File: src/rtl/simple_tx_sched.sv
// Two-source round-robin frame scheduler: wraps each granted payload stream as
// preamble, type, size, payload and an additive checksum, with a minimum idle gap.
module simple_tx_sched #(
  parameter logic [15:0] G_TYPE     = 16'h1234,
  parameter int unsigned G_MIN_SIZE = 8,
  parameter int unsigned G_IFG      = 2
) (
  input  logic        clk_in,
  input  logic        rst_in,
  input  logic [1:0]  req_in,
  input  logic [7:0]  len0_in,
  input  logic [7:0]  len1_in,
  input  logic [7:0]  tdata0_in,
  input  logic [7:0]  tdata1_in,
  input  logic        tvalid0_in,
  input  logic        tvalid1_in,
  input  logic        tlast0_in,
  input  logic        tlast1_in,
  output logic        tready0_out,
  output logic        tready1_out,
  output logic [1:0]  grant_out,
  output logic [1:0]  reject_out,
  output logic [7:0]  txd_out,
  output logic        txen_out,
  output logic [15:0] stat_frame_cnt,
  output logic [15:0] stat_drop_cnt
);

  localparam int unsigned IDLE_W = 16;
  localparam logic [IDLE_W-1:0] IFG_TGT =
    IDLE_W'((G_IFG > 32'd65535) ? 32'd65535 : G_IFG);
  localparam logic [8:0] MIN_SZ =
    9'((G_MIN_SIZE > 32'd256) ? 32'd256 : G_MIN_SIZE);

  typedef enum logic [3:0] {
    S_IDLE, S_PRE, S_TYPE, S_SIZE, S_PAYLOAD, S_FCS, S_END, S_ABORT, S_IFG
  } state_t;

  state_t            state;
  logic [IDLE_W-1:0] idle_cnt;
  logic              prio;
  logic              gsrc;
  logic [7:0]        len_q;
  logic [7:0]        cnt;
  logic [7:0]        fcs;

  logic              win;
  logic [7:0]        win_len;
  logic              too_short;
  logic              arb_ok;
  logic [7:0]        g_data;
  logic              g_valid;
  logic              g_last;
  logic              last_byte;
  logic [IDLE_W-1:0] idle_nxt;

  // Round robin: on a tie the source holding priority wins.
  assign win       = (req_in == 2'b11) ? prio : req_in[1];
  assign win_len   = win ? len1_in : len0_in;
  assign too_short = {1'b0, win_len} < MIN_SZ;
  assign arb_ok    = (state == S_IDLE) && (idle_cnt >= IFG_TGT) && (|req_in);

  assign g_data    = gsrc ? tdata1_in  : tdata0_in;
  assign g_valid   = gsrc ? tvalid1_in : tvalid0_in;
  assign g_last    = gsrc ? tlast1_in  : tlast0_in;
  assign last_byte = (cnt == 8'(len_q - 8'd1));
  assign idle_nxt  = idle_cnt + IDLE_W'(1);

  always_ff @(posedge clk_in or posedge rst_in) begin
    if (rst_in) begin
      state          <= S_IDLE;
      idle_cnt       <= IFG_TGT;
      prio           <= 1'b0;
      gsrc           <= 1'b0;
      len_q          <= '0;
      cnt            <= '0;
      fcs            <= '0;
      tready0_out    <= 1'b0;
      tready1_out    <= 1'b0;
      grant_out      <= '0;
      reject_out     <= '0;
      txd_out        <= '0;
      txen_out       <= 1'b0;
      stat_frame_cnt <= '0;
      stat_drop_cnt  <= '0;
    end else begin
      reject_out <= '0;
      case (state)
        S_IDLE: begin
          if (idle_cnt < IFG_TGT) idle_cnt <= idle_nxt;
          if (arb_ok) begin
            len_q <= win_len;
            prio  <= ~win;
            if (too_short) begin
              reject_out    <= win ? 2'b10 : 2'b01;
              stat_drop_cnt <= stat_drop_cnt + 16'd1;
              idle_cnt      <= '0;
            end else begin
              grant_out <= win ? 2'b10 : 2'b01;
              gsrc      <= win;
              cnt       <= '0;
              state     <= S_PRE;
            end
          end
        end
        S_PRE: begin
          txen_out <= 1'b1;
          txd_out  <= (cnt == 8'd3) ? 8'h7F : 8'h55;
          cnt      <= cnt + 8'd1;
          if (cnt == 8'd3) begin
            cnt   <= '0;
            state <= S_TYPE;
          end
        end
        S_TYPE: begin
          if (cnt == 8'd0) begin
            txd_out <= G_TYPE[15:8];
            fcs     <= G_TYPE[15:8];
            cnt     <= 8'd1;
          end else begin
            txd_out <= G_TYPE[7:0];
            fcs     <= fcs + G_TYPE[7:0];
            state   <= S_SIZE;
          end
        end
        // Ready opens together with the size byte so payload follows without a gap.
        S_SIZE: begin
          txd_out <= len_q;
          fcs     <= fcs + len_q;
          cnt     <= '0;
          if (len_q == 8'd0) begin
            state <= S_FCS;
          end else begin
            tready0_out <= ~gsrc;
            tready1_out <= gsrc;
            state       <= S_PAYLOAD;
          end
        end
        S_PAYLOAD: begin
          if (!g_valid) begin
            txen_out      <= 1'b0;
            txd_out       <= '0;
            tready0_out   <= 1'b0;
            tready1_out   <= 1'b0;
            grant_out     <= '0;
            stat_drop_cnt <= stat_drop_cnt + 16'd1;
            idle_cnt      <= '0;
            state         <= S_IFG;
          end else begin
            txd_out <= g_data;
            fcs     <= fcs + g_data;
            cnt     <= cnt + 8'd1;
            if (last_byte) begin
              tready0_out <= 1'b0;
              tready1_out <= 1'b0;
              state       <= S_FCS;
            end else if (g_last) begin
              tready0_out <= 1'b0;
              tready1_out <= 1'b0;
              state       <= S_ABORT;
            end
          end
        end
        S_FCS: begin
          txd_out <= fcs;
          state   <= S_END;
        end
        S_END: begin
          txen_out       <= 1'b0;
          txd_out        <= '0;
          grant_out      <= '0;
          stat_frame_cnt <= stat_frame_cnt + 16'd1;
          idle_cnt       <= '0;
          state          <= S_IFG;
        end
        // Early tlast: the marked byte was sent, the frame is dropped without FCS.
        S_ABORT: begin
          txen_out      <= 1'b0;
          txd_out       <= '0;
          grant_out     <= '0;
          stat_drop_cnt <= stat_drop_cnt + 16'd1;
          idle_cnt      <= '0;
          state         <= S_IFG;
        end
        S_IFG: begin
          idle_cnt <= idle_nxt;
          if (idle_nxt >= IFG_TGT) state <= S_IDLE;
        end
        default: state <= S_IDLE;
      endcase
    end
  end

endmodule

File: config.mk
export PLATFORM = sky130hd
export DESIGN_NAME = simple_tx_sched
export DESIGN_NICKNAME = d
export VERILOG_FILES = /design/src/rtl/simple_tx_sched.sv
export SDC_FILE = /design/constraint.sdc
export NUM_CORES = 1
export LEC_CHECK = 0
export CAP_MARGIN = 10
export CORE_UTILIZATION = 58
export CTS_CLUSTER_SIZE = 14
export DETAILED_ROUTE_END_ITERATION = 12
export PLACE_DENSITY = 0.84
export SKIP_CTS_REPAIR_TIMING = 1
export SKIP_LAST_GASP = 1
export SLEW_MARGIN = 5
export SYNTH_ARGS = -nofsm -noshare
export SYNTH_HDL_FRONTEND = slang
export SYNTH_SLANG_ARGS = --single-unit
File: constraint.sdc
create_clock -name clk_in -period 5.1 [get_ports clk_in]
set_input_delay 0.51 -clock clk_in [delete_from_list [all_inputs] [get_ports clk_in]]
set_output_delay 0.51 -clock clk_in [all_outputs]
set_load 0.005 [all_outputs]
==> metrics.md <==
| Metric | Value |
|---|---|
| Clock Sink Count | `93` |
| Result of the run | `finished, final reports clean` |
| Worst-skew pair later-pin latency | `about 0.4 ns` |
| Synth area leader | `sky130_fd_sc_hd__dfrtp_1` |
| Die outline height | `104 um` |
| Input/output buffers | `86` |
| Number of placement rows | `36` |
| Hold Crit Depth | `1` |
| Vias | `5516` |
| Seq cells post-synth | `93` |
| Hold slack | `approximately 0.47 ns` |
| Post-placement worst setup slack | `1.95 ns` |
| Most used cells in the layout excluding fill and tap cells | `sky130_fd_sc_hd__dfrtp_1, sky130_fd_sc_hd__clkdlybuf4s50_1, sky130_fd_sc_hd__nor2_1, sky130_fd_sc_hd__nand2_1, sky130_fd_sc_hd__a21oi_1` |
| Clock buffer count from CTS | `9` |
| Layout cells sized above 1 | `6.50%` |
| Crit path max fanout | `23` |
| Via count of the first global-routing pass | `~5300` |
| Crit Path Category | `register to register` |
| Average vias per placed instance | `6.33` |
| Master of the slowest instance on the critical path | `sky130_fd_sc_hd__dfrtp_1` |
| Most frequent cell on the critical path | `sky130_fd_sc_hd__a21oi_1` |
| Start point of the worst hold path | `stat_drop_cnt[15]` |
| Ports | `87` |
| Highest clock rate | `~310 MHz` |
| Total routing usage reported by global routing | `roughly 30%` |
| Unrepaired setup endpoints after global routing | `no` |
| FF-to-FF path depth | `11` |
| Data required time at the worst endpoint | `5.38 ns` |
| Number of enable-type register cells in the synthesized netlist | `0` |
| Slew @ Worst Pin | `0.946 ns` |
| Maximum number of pins on one net before global-route repair | `57` |
| Max transition margin | `36.9%` |
| Routability cong. | `0.935` |
| Highest ir drop seen on vdd | `322 uV` |
| Synthesized net count | `729` |
| Worst hold path endpoint | `stat_drop_cnt[15]` |
| Total power density per cell area | `roughly 530 mW/mm2` |
| Level count of the clock H-tree | `3` |
| Final worst path period share | `62.6%` |
| Worst r2r dst | `fcs[7]` |
| Number of routed nets with antenna violations | `0` |
| Max Clock Skew | `between 0.006 and 0.007 ns` |
| Largest cells by area after synthesis | `sky130_fd_sc_hd__dfrtp_1, sky130_fd_sc_hd__xor2_1, sky130_fd_sc_hd__ha_1, sky130_fd_sc_hd__a21oi_1, sky130_fd_sc_hd__mux2i_1` |
| Die W | `104 um` |
| Worst setup slack for register-to-register paths | `1.91 ns` |
| Initial drt markers | `493` |
| Pre-antenna DRT Iters | `5` |
| Syn. warnings | `0` |
| Top-area cell type share of the netlist area | `38.2%` |
| List of cells traversed by the critical path | `nor4b_2 > buf_4 > nor2_1 > a21oi_1 > ha_1 > a21o_1 > a211oi_1 > o21ai_0 > a21oi_1 > nor3b_1 > a311o_1` |
| Post-Synthesis Cell Area | `0.00603 mm2` |
| Post-route worst setup slack | `approximately 1.9 ns` |
| Most common cell after layout, fill and taps aside | `sky130_fd_sc_hd__dfrtp_1` |
| Critical Path Max Stage Delay | `0.71 ns` |
| Global-route wire length before repair | `26.2 mm` |
| Die footprint | `between 0.01 and 0.015 mm2` |
| Count of endpoints failing setup in the final report | `0` |
| Leakage | `0.00304 uW` |
| Clock transition at the registers of the reported paths | `0.10 ns` |
| Launch instance of the worst register-to-register path | `state[2]` |
| Per-cell routed wire length | `17.8 um` |
| Kind of end point of the critical path | `register` |
| Leftover overflow at the end of global routing | `0` |
| Clock tree buffer depth | `2` |
| Kind of start point of the critical path | `register` |
| Cells after Synth | `around 670` |
| Fin Setup TNS | `0 ns` |
| Total length of routed wires | `15.5 mm` |
| Final Power | `3750 uW` |
| Initial cell density of the core | `60.9%` |
| Number of max-cap violations | `0` |
| Number of nets in the finished design | `792` |
| Cell at the root of the clock tree | `sky130_fd_sc_hd__clkbuf_8` |
| Diodes inserted | `0` |
| Detail Placement HPWL | `~12 mm` |
| Hold Vio Cnt, Final | `0` |
| Arr. time, crit path | `~3.5 ns` |
| Unique masters post-synth | `between 70 and 80` |
| Count of unresolved DRC violations after routing | `0` |
| Average instance area after synthesis | `8.99 um2` |
| Post-layout minimum cycle time | `3.19 ns` |
| Antenna violations before repair | `0` |
| CTS tree | `yes` |
| Final count of pins violating max slew | `0` |
| Core Box Area | `0.00991 mm2` |
| Synth Flop Type | `sky130_fd_sc_hd__dfrtp_1` |
| Worst hold path class | `register to register` |
| Fraction of the yosys area taken by sequential cells | `38.6%` |
| Number of instances in the placed design | `856` |
| Layout Area Growth over Synthesis | `18.2%` |
| Async SR Flop Fraction | `100%` |
| Post-route non-filler standard cell count | `slightly below 900` |
==> where the power goes <==
part	internal, uW	leakage (uW)	switching (uW)
clock network	238	0.000105	306
logic	846	0.00172	1080
registers	925	0.00121	362
==> sequential cells by signal (all words and copies together) (netlist names), 2 cells and up <==
| register | cells |
|---|---|
| idle_cnt | 16 |
| stat_frame_cnt | 16 |
| stat_drop_cnt | 16 |
| txd_out | 8 |
| fcs | 8 |
| cnt | 8 |
| grant_out | 2 |
| state | 4 |
| len_q | 8 |
| reject_out | 2 |
==> synthesized netlist by cell type, types with 3 or more instances <==
cell / n
sky130_fd_sc_hd__inv_1: 26
sky130_fd_sc_hd__nand2b_1: 12
sky130_fd_sc_hd__o31ai_2: 3
sky130_fd_sc_hd__and2_1: 5
sky130_fd_sc_hd__and4_1: 3
sky130_fd_sc_hd__o2bb2ai_1: 3
sky130_fd_sc_hd__mux2_2: 6
sky130_fd_sc_hd__a21oi_1: 42
sky130_fd_sc_hd__buf_2: 7
sky130_fd_sc_hd__nand4_1: 13
sky130_fd_sc_hd__a41oi_1: 3
sky130_fd_sc_hd__and3_1: 14
sky130_fd_sc_hd__a21o_1: 8
sky130_fd_sc_hd__nor2_1: 54
sky130_fd_sc_hd__ha_1: 17
sky130_fd_sc_hd__nand2_1: 53
sky130_fd_sc_hd__nand3_1: 28
sky130_fd_sc_hd__nor4_2: 3
sky130_fd_sc_hd__o21a_1: 4
sky130_fd_sc_hd__nor2b_1: 4
sky130_fd_sc_hd__nand3b_1: 3
sky130_fd_sc_hd__o22a_1: 3
sky130_fd_sc_hd__or3_1: 5
sky130_fd_sc_hd__mux2i_1: 21
sky130_fd_sc_hd__nor3b_1: 3
sky130_fd_sc_hd__nor4_1: 7
sky130_fd_sc_hd__clkbuf_1: 22
sky130_fd_sc_hd__a211oi_1: 4
sky130_fd_sc_hd__a22oi_1: 10
sky130_fd_sc_hd__o21ai_0: 40
sky130_fd_sc_hd__o22ai_1: 9
sky130_fd_sc_hd__dfrtp_1: 92
sky130_fd_sc_hd__xnor2_1: 21
sky130_fd_sc_hd__xor2_1: 28
sky130_fd_sc_hd__nor3_1: 17
sky130_fd_sc_hd__o21ai_1: 4
sky130_fd_sc_hd__o21bai_1: 3
sky130_fd_sc_hd__o31ai_1: 9
sky130_fd_sc_hd__a31oi_1: 14
==> worst max-delay path, delay by kind of cell, from the launching register on <==
| family | cells | cell delay, ns |
|---|---|---|
| AO/OA/AOI/OAI | 6 | 1.38 |
| flip-flops | 1 | 0.71 |
| AND/OR/NAND/NOR | 3 | 0.42 |
| buffers and inverters | 1 | 0.30 |
| adder cells (fa/ha/maj) | 1 | 0.27 |
==> worst max path at each step <==
stage | from | end | slack [ns] | depth (start not counted)
after global routing | state[2] | fcs[7] | 1.66 | 11
after detailed placement | state[2] | fcs[7] | 1.95 | 11
after CTS | state[2] | fcs[7] | 1.94 | 11
after floorplan | state[0] | fcs[7] | 1.81 | 13
after global placement | state[0] | fcs[7] | 2.08 | 11
final | state[2] | fcs[7] | 1.91 | 11
==> final cells by class <==
cell class                 instances  area [um2]
tap                              133         166
fill                             734        2780
multi-input combinational        515        3440
clock buffer                       9         124
clock inverter                     7        91.3
inverter                          26        98.8
sequential                        93        2330
timing repair buffer              89         883
==> layer usage <==
metal	global-route usage (%)	up-vias	wire (um)
li1	-	2576	-
met1	41.7	2633	6780
met2	47.9	267	7160
met3	4.57	40	1190
met4	11.1	0	410
met5	0	-	0
==> kinds of logic after synthesis <==
logic type	share of synthesized area [%]
and+or+nand+nor	20.5
AOI/OAI and AO/OA	20.8
DFF	38.6
buffers and inverters	4.48
xor gates and xnor gates	7.12
muxes	4.61
adders and majority gates	3.86
==> per-stage QoR <==
step,area (um2),util (%)
after global placement,6920,69.8
after detailed placement,6920,69.8
after CTS,7130,72.0
after global routing,7130,72.0
final,7130,72.0
after floorplan,6030,-
(Power assumes the default switching activity.)
